`src/rtl/mfhwt_pkg.sv`:
```
// Shared encodings and default geometry for the Haar averaging line-buffer stages.
package mfhwt_pkg;
  typedef enum logic [1:0] {EMPTY = 2'd0, FULL = 2'd1, READ = 2'd2} bank_st_e;
  typedef enum logic {R_IDLE = 1'b0, R_BURST = 1'b1} rd_st_e;

  localparam int DEF_LINE_W  = 640;
  localparam int DEF_FRAME_H = 480;
  localparam int DEF_ROWS    = 4;
endpackage

```
`src/rtl/mfhwt_linebuf_sched_if.sv`:
```
// Handshake/bus bundle between a line-buffer scheduler and its averager/buffer neighbours.
// Optional MFHWT_SCHED_STATS_EN adds the oDrop_cnt statistic.
interface mfhwt_linebuf_sched_if #(parameter int ROWS = mfhwt_pkg::DEF_ROWS);
  logic            iData_valid;
  logic            iRd_enable;
  logic            oSelect;
  logic [ROWS-1:0] oWrreq;
  logic            oRd_bank;
  logic            oRdreq;
  logic            oRd_valid;
  logic            oOverflow;
  logic            oFrame_done;
  logic            oBusy;
`ifdef MFHWT_SCHED_STATS_EN
  logic [15:0]     oDrop_cnt;

  modport master (input iData_valid, iRd_enable,
                  output oSelect, oWrreq, oRd_bank, oRdreq, oRd_valid,
                         oOverflow, oFrame_done, oBusy, oDrop_cnt);
  modport slave  (output iData_valid, iRd_enable,
                  input oSelect, oWrreq, oRd_bank, oRdreq, oRd_valid,
                        oOverflow, oFrame_done, oBusy, oDrop_cnt);
`else
  modport master (input iData_valid, iRd_enable,
                  output oSelect, oWrreq, oRd_bank, oRdreq, oRd_valid,
                         oOverflow, oFrame_done, oBusy);
  modport slave  (output iData_valid, iRd_enable,
                  input oSelect, oWrreq, oRd_bank, oRdreq, oRd_valid,
                        oOverflow, oFrame_done, oBusy);
`endif
endinterface

```
`src/rtl/mfhwt_valid_pipe.sv`:
```
// RD_LAT-deep valid shift register; tap 0 is the live input, tap RD_LAT the delayed copy.
module mfhwt_valid_pipe #(
  parameter int RD_LAT = 1
) (
  input  logic iClk,
  input  logic iReset_n,
  input  logic iClear,
  input  logic iIn,
  output logic oOut
);
  logic [RD_LAT:0] vld_pipe;
  logic [RD_LAT:1] vld_q;

  always_comb vld_pipe = {vld_q, iIn};

  always_ff @(posedge iClk)
    if (!iReset_n || iClear) vld_q <= '0;
    else                     vld_q <= vld_pipe[RD_LAT-1:0];

  assign oOut = vld_pipe[RD_LAT];
endmodule

```
`src/rtl/mfhwt_linebuf_sched.sv`:
```
// Ping-pong ROWS-line buffer sequencer: row steering, bank ownership, column-burst reads.
// Optional MFHWT_SCHED_STATS_EN adds a saturating dropped-word counter on oDrop_cnt.
module mfhwt_linebuf_sched
  import mfhwt_pkg::*;
#(
  parameter int LINE_W  = DEF_LINE_W,
  parameter int ROWS    = DEF_ROWS,
  parameter int FRAME_H = DEF_FRAME_H,
  parameter int RD_LAT  = 1
) (
  input  logic                  iClk,
  input  logic                  iReset_n,
  input  logic                  iFrame_start,
  mfhwt_linebuf_sched_if.master bus
);
  localparam int CW = $clog2(LINE_W);
  localparam int RW = $clog2(ROWS);
  localparam int NG = FRAME_H / ROWS;
  localparam int GW = $clog2(NG + 1);
  localparam logic [CW-1:0]   COL_LAST = CW'(LINE_W - 1);
  localparam logic [RW-1:0]   ROW_LAST = RW'(ROWS - 1);
  localparam logic [GW-1:0]   GRP_LAST = GW'(NG - 1);
  localparam logic [ROWS-1:0] ONE      = ROWS'(1);

  bank_st_e      bank_q [2];
  bank_st_e      bank_d [2];
  rd_st_e        rst_q, rst_d;
  logic          sel_q, sel_d, rbank_q, rbank_d;
  logic          gdrop_q, gdrop_d, ovf_q, ovf_d, fdone_q, fdone_d;
  logic [CW-1:0] col_q, col_d, rcol_q, rcol_d;
  logic [RW-1:0] row_q, row_d;
  logic [GW-1:0] grp_q, grp_d;
  logic          live, wr_ok, wr_drop, last_word, rd_acc, rd_last;

  // Frame start outranks everything, so no word or read is honoured in its cycle.
  assign live      = iReset_n && !iFrame_start;
  assign wr_ok     = live && bus.iData_valid && (bank_q[sel_q] == EMPTY);
  assign wr_drop   = live && bus.iData_valid && (bank_q[sel_q] != EMPTY);
  assign last_word = (col_q == COL_LAST) && (row_q == ROW_LAST);
  assign rd_acc    = live && (rst_q == R_BURST) && bus.iRd_enable;
  assign rd_last   = rd_acc && (rcol_q == COL_LAST);

  always_ff @(posedge iClk) begin
    if (!iReset_n || iFrame_start) begin
      rst_q   <= R_IDLE;
      bank_q  <= '{EMPTY, EMPTY};
      sel_q   <= 1'b0;
      rbank_q <= 1'b0;
      gdrop_q <= 1'b0;
      ovf_q   <= 1'b0;
      fdone_q <= 1'b0;
      col_q   <= '0;
      rcol_q  <= '0;
      row_q   <= '0;
      grp_q   <= '0;
    end else begin
      rst_q   <= rst_d;
      bank_q  <= bank_d;
      sel_q   <= sel_d;
      rbank_q <= rbank_d;
      gdrop_q <= gdrop_d;
      ovf_q   <= ovf_d;
      fdone_q <= fdone_d;
      col_q   <= col_d;
      rcol_q  <= rcol_d;
      row_q   <= row_d;
      grp_q   <= grp_d;
    end
  end

  always_comb begin
    rst_d = rst_q;
    if (rst_q == R_IDLE) begin
      if (bank_q[0] == FULL || bank_q[1] == FULL) rst_d = R_BURST;
    end else if (rd_last && bank_q[~rbank_q] != FULL) begin
      rst_d = R_IDLE;
    end
  end

  // Write and read sides never target the same bank in one cycle: writes only
  // complete an EMPTY bank, reads only claim FULL banks and release READ ones.
  always_comb begin
    bank_d  = bank_q;
    sel_d   = sel_q;
    col_d   = col_q;
    row_d   = row_q;
    gdrop_d = gdrop_q;
    ovf_d   = ovf_q;
    rbank_d = rbank_q;
    rcol_d  = rcol_q;
    grp_d   = grp_q;
    fdone_d = 1'b0;
    if (live && bus.iData_valid) begin
      if (wr_drop) begin
        ovf_d   = 1'b1;
        gdrop_d = 1'b1;
      end
      col_d = col_q + 1'b1;
      if (col_q == COL_LAST) begin
        col_d = '0;
        row_d = row_q + 1'b1;
      end
      if (last_word) begin
        row_d   = '0;
        if (wr_ok && !gdrop_q) bank_d[sel_q] = FULL;
        sel_d   = ~sel_q;
        gdrop_d = 1'b0;
      end
    end
    if (live && rst_q == R_IDLE) begin
      if (bank_q[0] == FULL) begin
        rbank_d   = 1'b0;
        bank_d[0] = READ;
        rcol_d    = '0;
      end else if (bank_q[1] == FULL) begin
        rbank_d   = 1'b1;
        bank_d[1] = READ;
        rcol_d    = '0;
      end
    end
    if (rd_acc) begin
      rcol_d = rcol_q + 1'b1;
      if (rd_last) begin
        bank_d[rbank_q] = EMPTY;
        rcol_d          = '0;
        // Done is flagged on the edge that retires the final group of the frame.
        if (grp_q == GRP_LAST) begin
          grp_d   = '0;
          fdone_d = 1'b1;
        end else begin
          grp_d = grp_q + 1'b1;
        end
        if (bank_q[~rbank_q] == FULL) begin
          rbank_d          = ~rbank_q;
          bank_d[~rbank_q] = READ;
        end
      end
    end
  end

  always_comb begin
    bus.oWrreq = '0;
    if (wr_ok) bus.oWrreq = ONE << row_q;
    bus.oRdreq = rd_acc;
  end

  assign bus.oSelect     = sel_q;
  assign bus.oRd_bank    = rbank_q;
  assign bus.oOverflow   = ovf_q;
  assign bus.oFrame_done = fdone_q;
  assign bus.oBusy       = (bank_q[0] != EMPTY) || (bank_q[1] != EMPTY) ||
                           (col_q != '0) || (row_q != '0);

  mfhwt_valid_pipe #(.RD_LAT(RD_LAT)) u_vpipe (
    .iClk     (iClk),
    .iReset_n (iReset_n),
    .iClear   (iFrame_start),
    .iIn      (rd_acc),
    .oOut     (bus.oRd_valid)
  );

`ifdef MFHWT_SCHED_STATS_EN
  logic [15:0] dcnt_q, dcnt_d;

  always_comb dcnt_d = (wr_drop && dcnt_q != 16'hFFFF) ? dcnt_q + 16'd1 : dcnt_q;

  always_ff @(posedge iClk)
    if (!iReset_n || iFrame_start) dcnt_q <= '0;
    else                           dcnt_q <= dcnt_d;

  assign bus.oDrop_cnt = dcnt_q;
`endif
endmodule

```
`src/flat_wrapper.sv`:
```
// flat-port wrapper written by rule: the top's interface ports become plain ports
module mfhwt_linebuf_sched_flat import mfhwt_pkg::*;
#(
  parameter int LINE_W  = DEF_LINE_W,
  parameter int ROWS    = DEF_ROWS,
  parameter int FRAME_H = DEF_FRAME_H,
  parameter int RD_LAT  = 1
)
  (iClk, iReset_n, iFrame_start, bus_iData_valid, bus_iRd_enable, bus_oSelect, bus_oWrreq, bus_oRd_bank, bus_oRdreq, bus_oRd_valid, bus_oOverflow, bus_oFrame_done, bus_oBusy);
  mfhwt_linebuf_sched_if #(.ROWS(ROWS)) bus_i ();
  input  logic iClk;
  input  logic iReset_n;
  input  logic iFrame_start;
  input wire logic [$bits(bus_i.iData_valid)-1:0] bus_iData_valid;
  input wire logic [$bits(bus_i.iRd_enable)-1:0] bus_iRd_enable;
  output wire logic [$bits(bus_i.oSelect)-1:0] bus_oSelect;
  output wire logic [$bits(bus_i.oWrreq)-1:0] bus_oWrreq;
  output wire logic [$bits(bus_i.oRd_bank)-1:0] bus_oRd_bank;
  output wire logic [$bits(bus_i.oRdreq)-1:0] bus_oRdreq;
  output wire logic [$bits(bus_i.oRd_valid)-1:0] bus_oRd_valid;
  output wire logic [$bits(bus_i.oOverflow)-1:0] bus_oOverflow;
  output wire logic [$bits(bus_i.oFrame_done)-1:0] bus_oFrame_done;
  output wire logic [$bits(bus_i.oBusy)-1:0] bus_oBusy;
  assign bus_i.iData_valid = bus_iData_valid;
  assign bus_i.iRd_enable = bus_iRd_enable;
  assign bus_oSelect = bus_i.oSelect;
  assign bus_oWrreq = bus_i.oWrreq;
  assign bus_oRd_bank = bus_i.oRd_bank;
  assign bus_oRdreq = bus_i.oRdreq;
  assign bus_oRd_valid = bus_i.oRd_valid;
  assign bus_oOverflow = bus_i.oOverflow;
  assign bus_oFrame_done = bus_i.oFrame_done;
  assign bus_oBusy = bus_i.oBusy;
  mfhwt_linebuf_sched #(.LINE_W(LINE_W), .ROWS(ROWS), .FRAME_H(FRAME_H), .RD_LAT(RD_LAT)) u_core (.iClk(iClk), .iReset_n(iReset_n), .iFrame_start(iFrame_start), .bus(bus_i));
endmodule
```
`config.mk`:
```
export PLATFORM = sky130hd
export DESIGN_NAME = mfhwt_linebuf_sched_flat
export DESIGN_NICKNAME = d
export VERILOG_FILES = /design/src/rtl/mfhwt_pkg.sv /design/src/rtl/mfhwt_linebuf_sched_if.sv /design/src/rtl/mfhwt_valid_pipe.sv /design/src/rtl/mfhwt_linebuf_sched.sv /design/src/flat_wrapper.sv
export SDC_FILE = /design/constraint.sdc
export NUM_CORES = 1
export LEC_CHECK = 0
export CAP_MARGIN = 10
export CORE_ASPECT_RATIO = 0.9
export CORE_MARGIN = 5
export CORE_UTILIZATION = 30
export CTS_CLUSTER_SIZE = 25
export DETAILED_ROUTE_END_ITERATION = 16
export PLACE_DENSITY = 0.53
export SLEW_MARGIN = 20
export SYNTH_ARGS = -nofsm -noshare
export SYNTH_HDL_FRONTEND = slang
export SYNTH_SLANG_ARGS = --single-unit
```
`constraint.sdc`:
```
create_clock -name iClk -period 1.55 [get_ports iClk]
set_input_delay 0.155 -clock iClk [delete_from_list [all_inputs] [get_ports iClk]]
set_output_delay 0.155 -clock iClk [all_outputs]
set_load 0.01 [all_outputs]
```
==> impl_metrics.toml, run 1 <==
[setup_path]
cp-start-kind = "register"
end_kind = "register"
crit_arrival_ps = 1780
critPathMaxStageDelay_ps = 520
crit_slowest_cell = "or4_4"
critPathTopFamily = "simple AND/OR/NAND/NOR gates"
worstPathCellList = "ha_4 > and3_4 > nand4_4 > or4_4 > a21oi_2"
cp_num_buf_inv = 0
crit_required_ps = 1790
cp_max_fo = 7
crit_type = "reg -> reg"

[route]
wl_per_cell_um = 12.9
route.antenna.remaining_nets = 0
drc = 0
drtIter0Drc = 118
num_vias = 2092
routed_wirelength_mm = 5.56
first_pass_iters = 4
avgViaCountPerCell = 4.87

[sta]
finalMaxSlewViolations = 0
period_needed_ps = 1540
fin_crit_sh = 0.993
timing.fmax_mhz = 650
finalWorstSetupSlack_ps = 11.3
rsz0062_at_grt = "yes"
whs_ps = 450
slew_headroom = 0.791
setup_viol = 0
finalSetupTns_ps = 0
worst_pin_slew_ps = 311
hold_violations = 0
finClkSkew_ps = 11.3

[logic_synthesis]
synthArstFlopShare = 0
yosys.area.top_type = "dfxtp_1"
synth_cells = 246
ys_warn_count = 0
synth_edf_count = 0
ys_top_cells_by_area = "dfxtp_1 38%, ha_1 4.7%, nand3_1 4.0%, nor2_1 3.9%, a21oi_1 3.6%"
synth.distinct_cells = 52
yosys_most_used_dff = "dfxtp_1"
synth_seq_cells = 40
avgSynthCellArea_um2 = 8.60
synth_top_area_share = 0.379
ys_seq_area_frac = 0.379
synth_area_um2 = 2110
synthesis.nets = 259

[placed_design]
dpl_cell_area_um2 = 2860
place_ws_ps = -387
io_buffers = 15
gp_congestion = 0.790
hpwl_mm = 3.83

[power_and_ir_drop]
leakage_nw = 1.32
ir_drop_mv = 0.271
power_density_nw_per_um2 = 602

[cells_and_area]
seq_area_um2 = 832
layout_common_cells = "74 x buf_4, 23 x dfxtp_1, 19 x nor2_1"
syn2layout_area_growth_pct = 57.0
finalInstanceArea_um2 = 3320
multi_input_comb_area_um2 = 1490
antenna_cells = 0
drive_above_1_share = 0.442
mostFrequentLayoutCell = "buf_4"
fin_util = 0.476
final_nets = 349
fillCellCount = 662

[clock_network]
hold_buffers = 0
clock-root-buffer = "clkbuf_8"
cts_buffer_depth = 2
h-tree-depth = 2
cts_buffers = 5
clk_latency_ps = 290
clk_pin_slew_worst_paths_ps = 80
cts_tree = "done"
cts.sinks = 40

[floorplanning]
row_count = 29
die_area_um2 = 8830
design.core.area_um2 = 6970
start_util = 0.304
die_w_um = 98.5
die_h_um = 89.6
io_pins = 16

[global_routing]
grt_max_degree = 13
grt_pass1_vias = 1993
antenna_found_initial = 0
grt_overflow_total = 0
grtUsageTotal = 0.127
grt_pass1_wl_mm = 9.05

[hold_path]
worstHoldPathType = "reg -> reg"

[outcome]
status = "finished, final reports clean"

[job]
drv_cap = 0
==> registers in the layout, summed over array words and instances, names as in the netlist <==
signal and count:
u_core.bus.oFrame_done 1, u_core.grp_q 7, u_core.rst_q 1, u_core.rcol_q 10
u_core.col_q 10, u_core.bus.oOverflow 1, u_core.bus.oSelect 1, u_core.u_vpipe.oOut 1
u_core.row_q 2, u_core.gdrop_q 1, u_core.bus.oRd_bank 1, u_core.bank_q 4
==> cell usage after synthesis, types with 5 or more instances <==
library cell and count:
dfxtp_1 40, nor2_1 22, nand3_1 17, a21oi_1 15, nand2_1 14, inv_1 12, o21ai_0 10, nor3_1 9
ha_1 8, xnor2_1 8, clkbuf_1 6, nor4_1 6, a31oi_1 5
==> layer usage <==
layer,part of all wire,GRT usage
met4,0.018,0.0360
met3,0.032,0.0270
met5,0,0
met1,0.48,0.169
met2,0.47,0.209
==> kinds of logic after synthesis <==
kind of cell | synth area share
AO/OA/AOI/OAI | 0.153
XOR/XNOR | 0.0456
adder cells (fa/ha/maj) | 0.0473
buffers and inverters | 0.0444
flip-flops | 0.379
multiplexers | 0.0142
AND/OR/NAND/NOR | 0.317
==> timing repair <==
action,in CTS,in global routing
endpoints found under the setup margin,22,34
gates cloned,0,0
hold endpoints to repair,0,0
buffers inserted,9,5
resized for setup,48,46
pin swaps,9,20
==> worst paths after layout <==
| kind | startpoint | endpoint | slack (ps) | cells past startpoint |
|---|---|---|---|---|
| setup / recovery | u_core.rcol_q[1]$_SDFFE_PP0P_ | u_core.grp_q[4]$_SDFFE_PP0P_ | 10 | 5 |
| hold / removal | u_core.bus.oOverflow$_SDFFE_PP0P_ | u_core.bus.oOverflow$_SDFFE_PP0P_ | 450 | 2 |
| setup reg to reg | u_core.rcol_q[1]$_SDFFE_PP0P_ | u_core.grp_q[4]$_SDFFE_PP0P_ | 10 | 5 |
| hold reg to reg | u_core.bus.oOverflow$_SDFFE_PP0P_ | u_core.bus.oOverflow$_SDFFE_PP0P_ | 450 | 2 |
==> worst register-to-register path, delay by kind of cell (launching register included) <==
kind / cells / cell delay, ps
and+or+nand+nor: 3 / 870
AOI/OAI and AO/OA: 1 / 130
adders and majority gates: 1 / 130
DFF: 1 / 360
==> through the flow <==
stage / power [mW] / instances
2_1_floorplan: 1.10 / 246
3_3_place_gp: 1.16 / 410
3_5_place_dp: 1.16 / 410
4_1_cts: 2.02 / 427
5_1_grt: 2.08 / 430
6_report: 2.00 / 430
==> power breakdown <==
| group | total [mW] | leakage (nW) | internal, mW | switching, mW |
|---|---|---|---|---|
| logic | 0.112 | 0.934 | 0.0586 | 0.0530 |
| clock network | 0.861 | 0.0552 | 0.478 | 0.383 |
| registers | 1.02 | 0.332 | 1.02 | 0.00271 |
==> area by class of cell <==
| type | count | area share |
|---|---|---|
| timing repair buffer | 92 | 0.217 |
| multi-input combinational | 184 | 0.448 |
| sequential | 40 | 0.251 |
| tap | 93 | 0.0351 |
| inverter | 13 | 0.0170 |
| clock buffer | 6 | 0.0219 |
| clock inverter | 2 | 0.0106 |
Note: power is estimated with default switching activity, not from simulation.
==> run 2: changes to the inputs <==
--- a/config.mk
+++ b/config.mk
@@ -11,6 +11,7 @@
 export CORE_UTILIZATION = 30
 export CTS_CLUSTER_SIZE = 25
 export DETAILED_ROUTE_END_ITERATION = 16
+export GPL_TIMING_DRIVEN = 0
 export PLACE_DENSITY = 0.53
 export SLEW_MARGIN = 20
 export SYNTH_ARGS = -nofsm -noshare
==> run 2 against run 1 <==
Against the previous run:
- the flow now finishes with violations (negative setup slack)
- combinational power down 19%
- clock power down 16%
- register-to-register slack worse by 80 ps
- critical path depth down 1
- first-iteration DRC count down 38%
- core utilization down 5.1 points
- cell count down 10%
- global-route usage down 0.38 points
- critical path type unchanged
==> impl_metrics.toml, run 2 (synthesis gave the netlist of run 1 again) <==
[route]
num_vias = 1948
wl_per_cell_um = 14.0
route.antenna.remaining_nets = 0
drc = 0
avgViaCountPerCell = 5.05
drtIter0Drc = 73
first_pass_iters = 4
routed_wirelength_mm = 5.41

[clock_network]
cts_buffers = 5
clk_pin_slew_worst_paths_ps = 80
cts.sinks = 40
cts_buffer_depth = 2
h-tree-depth = 2
clock-root-buffer = "clkbuf_8"
hold_buffers = 0
cts_tree = "done"
clk_latency_ps = 290

[global_routing]
grt_pass1_vias = 1844
antenna_found_initial = 0
grt_overflow_total = 0
grt_pass1_wl_mm = 8.80
grt_max_degree = 12
grtUsageTotal = 0.123

[setup_path]
end_kind = "register"
worstPathCellList = "nor3b_4 > nand4_4 > or4_4 > a21oi_2"
critPathTopFamily = "simple AND/OR/NAND/NOR gates"
crit_type = "reg -> reg"
crit_slowest_cell = "or4_4"
crit_required_ps = 1780
cp_max_fo = 7
crit_arrival_ps = 1850
cp_num_buf_inv = 0
cp-start-kind = "register"
critPathMaxStageDelay_ps = 570

[cells_and_area]
layout_common_cells = "22 x buf_4, 19 x nor2_1, 19 x dfxtp_1"
layout.cells.non_filler = 386
fin_util = 0.425
drive_above_1_share = 0.352
final_nets = 305
mostFrequentLayoutCell = "buf_4"
top_regs = "u_core.col_q (10), u_core.rcol_q (10), u_core.grp_q (7)"
finalInstanceArea_um2 = 2960
antenna_cells = 0
syn2layout_area_growth_pct = 40.1

[sta]
timing.fmax_mhz = 617
hold_violations = 0
period_needed_ps = 1620
slew_headroom = 0.649
finalMaxSlewViolations = 0
rsz0062_at_grt = "yes"
setup_viol = 3
worst_pin_slew_ps = 526
finalWorstSetupSlack_ps = -71.8
whs_ps = 456
finalSetupTns_ps = -86.7
fin_crit_sh = 1.05
finClkSkew_ps = 8.64

[floorplanning]
die_w_um = 98.5
die_h_um = 89.6
design.core.area_um2 = 6970
io_pins = 16
row_count = 29
die_area_um2 = 8830
start_util = 0.304

[placed_design]
place_ws_ps = -608
io_buffers = 15
hpwl_mm = 3.38
gp_congestion = 0.821
dpl_cell_area_um2 = 2400
place_inst = 354

[power_and_ir_drop]
intPower_mw = 1.42
fin_total_pwr_mw = 1.84
clkPwrFrac = 0.395
power_density_nw_per_um2 = 621
leakage_nw = 1.10
pwr-share-seq = 0.556
switching_share = 0.227
combPwrFrac = 0.049
p_switching_mw = 0.418
ir_drop_mv = 0.372

[outcome]
status = "complete, but fails checks"
violations = "negative setup slack"

[hold_path]
worstHoldPathType = "reg -> reg"

[job]
drv_cap = 0
-- run 2: path summary, 6_finish.rpt --
kind / start / end / slack (ps) / depth (start not counted)
worst min-delay path: u_core.bus.oOverflow$_SDFFE_PP0P_ / u_core.bus.oOverflow$_SDFFE_PP0P_ / 460 / 2
worst min register to register: u_core.bus.oOverflow$_SDFFE_PP0P_ / u_core.bus.oOverflow$_SDFFE_PP0P_ / 460 / 2
worst max register to register: u_core.rcol_q[7]$_SDFFE_PP0P_ / u_core.grp_q[4]$_SDFFE_PP0P_ / -70 / 4
worst max-delay path: u_core.rcol_q[7]$_SDFFE_PP0P_ / u_core.grp_q[4]$_SDFFE_PP0P_ / -70 / 4
-- run 2: timing repair --
item	in CTS	in global routing
buffers inserted	15	9
cloned	1	0
pin swaps	8	15
resized for setup	66	45
endpoints found under the setup margin	44	37
-- run 2: area by class of cell --
class	count	area [um^2]
fillers	716	4010
multi-input cells	184	1470
flip-flops and latches	40	842
repair buffers	40	332
well taps	93	116
clock buffers	8	90.1
plain buffers	8	60.1
inverters	13	53.8
-- run 2: routing by layer --
layer	GRT usage	vias up	routed length, um
met4	0.0372	0	100
li1	-	988	-
met5	0	-	0
met3	0.0232	9	115
met1	0.162	932	2640
met2	0.206	19	2550
-- run 2: power groups by stage --
stage / sequential, mW / clock (mW) / combinational (mW)
floorplan: 1.05 / 0 / 0.0420
detailed placement: 1.05 / 0 / 0.0771
CTS: 1.03 / 0.750 / 0.0806
global placement: 1.06 / 0 / 0.0771
global route: 1.02 / 0.792 / 0.100
finish: 1.02 / 0.727 / 0.0906
-- run 2: tightest hold or removal path: stages, from the launching register on --
cell	delay (ps)
dfxtp_1	310
inv_1	40
a21oi_1	50
==> run 3: changes to the inputs <==
--- a/config.mk
+++ b/config.mk
@@ -8,12 +8,12 @@
 export CAP_MARGIN = 10
 export CORE_ASPECT_RATIO = 0.9
 export CORE_MARGIN = 5
-export CORE_UTILIZATION = 30
+export CORE_UTILIZATION = 40
 export CTS_CLUSTER_SIZE = 25
 export DETAILED_ROUTE_END_ITERATION = 16
 export GPL_TIMING_DRIVEN = 0
-export PLACE_DENSITY = 0.53
-export SLEW_MARGIN = 20
+export PLACE_DENSITY = 0.65
+export SLEW_MARGIN = 5
 export SYNTH_ARGS = -nofsm -noshare
 export SYNTH_HDL_FRONTEND = slang
 export SYNTH_SLANG_ARGS = --single-unit
==> run 3 against run 2 <==
Against the previous run:
- the run still ends with negative setup slack left
- total power up 0.44%
- critical path type is now reg -> out
- critical path depth increased by 1
- hold slack gained 15 ps
- clock-buffer cell count fell by 2
- largest power group unchanged
==> impl_metrics.toml, run 3 (synthesis gave the netlist of run 1 again) <==
[floorplanning]
io_pins = 16
die_h_um = 79.0
design.core.area_um2 = 5190
row_count = 25
die_area_um2 = 6840
die_w_um = 86.6
start_util = 0.407

[route]
avgViaCountPerCell = 5.50
drc = 0
wl_per_cell_um = 15.1
first_pass_iters = 5
route.antenna.remaining_nets = 0
drtIter0Drc = 83
routed_wirelength_mm = 5.49
num_vias = 1995

[clock_network]
cts_buffer_depth = 2
cts_buffers = 5
clk_pin_slew_worst_paths_ps = 80
h-tree-depth = 2
hold_buffers = 0
clk_latency_ps = 300
cts_tree = "done"
cts.sinks = 40
clock-root-buffer = "clkbuf_8"

[placed_design]
place_inst = 328
place_ws_ps = -567
dpl_cell_area_um2 = 2370
hpwl_mm = 3.25
io_buffers = 15
gp_congestion = 0.826

[setup_path]
crit_arrival_ps = 1410
cp_num_buf_inv = 1
r2r_cells = 4
crit_type = "reg -> out"
cp_max_fo = 4
end_kind = "output pin"
startpoint = "u_core.bus.oSelect$_SDFFE_PP0P_"
cp_common_cell = "nor2_4"
cp.depth = 5
crit_slowest_cell = "dfxtp_4"
critPathTopFamily = "simple AND/OR/NAND/NOR gates"
worstPathCellList = "nor3b_4 > nor2_4 > nor2_4 > and2_4 > buf_6"
critPathMaxStageDelay_ps = 380
r2r_start = "u_core.rcol_q[7]$_SDFFE_PP0P_"
cp-start-kind = "register"
crit_required_ps = 1390

[sta]
finalWorstSetupSlack_ps = -13.5
finClkSkew_ps = 8.94
rsz0062_at_grt = "yes"
worst_pin_slew_ps = 372
hold_violations = 0
fin_crit_sh = 1.01
period_needed_ps = 1560
setup_viol = 4
slew_headroom = 0.750
finalSetupTns_ps = -21.4
timing.fmax_mhz = 640
finalMaxSlewViolations = 0

[power_and_ir_drop]
leakage_nw = 1.14
power_density_nw_per_um2 = 613
ir_drop_mv = 0.541

[cells_and_area]
drive_above_1_share = 0.378
finalInstanceArea_um2 = 3020
syn2layout_area_growth_pct = 42.7
layout.cells.non_filler = 363
top_regs = "u_core.col_q (10), u_core.rcol_q (10), u_core.grp_q (7)"
antenna_cells = 0
mostFrequentLayoutCell = "buf_4"
layout_common_cells = "28 x buf_4, 20 x dfxtp_1, 19 x nor2_1"
final_nets = 308

[outcome]
violations = "negative setup slack"
status = "complete, but fails checks"

[job]
drv_cap = 0

[global_routing]
grt_max_degree = 13
grt_pass1_vias = 1789
grtUsageTotal = 0.155
antenna_found_initial = 0
grt_pass1_wl_mm = 8.33
grt_overflow_total = 0

[hold_path]
worstHoldPathType = "reg -> reg"
min_path_cells = 2
min_from = "u_core.bus.oOverflow$_SDFFE_PP0P_"
[run 3: per-layer routing]
metal  vias to the layer above  track usage  part of all wire
met3                         7       0.0456             0.041
met2                        41        0.235              0.49
met4                         0       0.0607             0.016
met5                         -            0                 0
met1                       948        0.205              0.46
li1                        999            -                 -
[run 3: through the flow]
step                total power, mW  hold WS, ps  utilization
CTS                            1.86          470        0.524
global route                   1.93          505        0.581
detailed placement             1.13          449        0.456
finish                         1.85          471        0.581
floorplan                      1.10          365            -
global placement               1.13          452        0.456
[run 3: where the power goes]
group | switching, mW | internal (mW)
combinational | 0.0515 | 0.0390
sequential | 0.00409 | 1.02
clock | 0.383 | 0.356
[run 3: final cells by class]
| class | count | area, um^2 |
|---|---|---|
| clock inverter | 2 | 10.0 |
| sequential | 40 | 846 |
| timing repair buffer | 44 | 384 |
| buffer | 7 | 48.8 |
| clock buffer | 6 | 82.6 |
| inverter | 13 | 63.8 |
| multi-input combinational | 184 | 1500 |
| tap | 67 | 83.8 |
| fill | 466 | 2180 |
[run 3: tightest hold or removal path, stage by stage, from the launching register on]
cell	delay, ps
dfxtp_1	320
inv_1	50
a21oi_1	50
[run 3: worst paths after layout]
| kind | end | slack, ps |
|---|---|---|
| max | bus_oWrreq[0] | -10 |
| min reg2reg | u_core.bus.oOverflow$_SDFFE_PP0P_ | 470 |
| min | u_core.bus.oOverflow$_SDFFE_PP0P_ | 470 |
| max reg2reg | u_core.grp_q[4]$_SDFFE_PP0P_ | 30 |
[run 3: what timing repair did]
item / CTS / global route
setup endpoints to repair: 44 / 30
pin swaps: 9 / 24
gates resized for setup: 53 / 70
setup buffers: 11 / 18
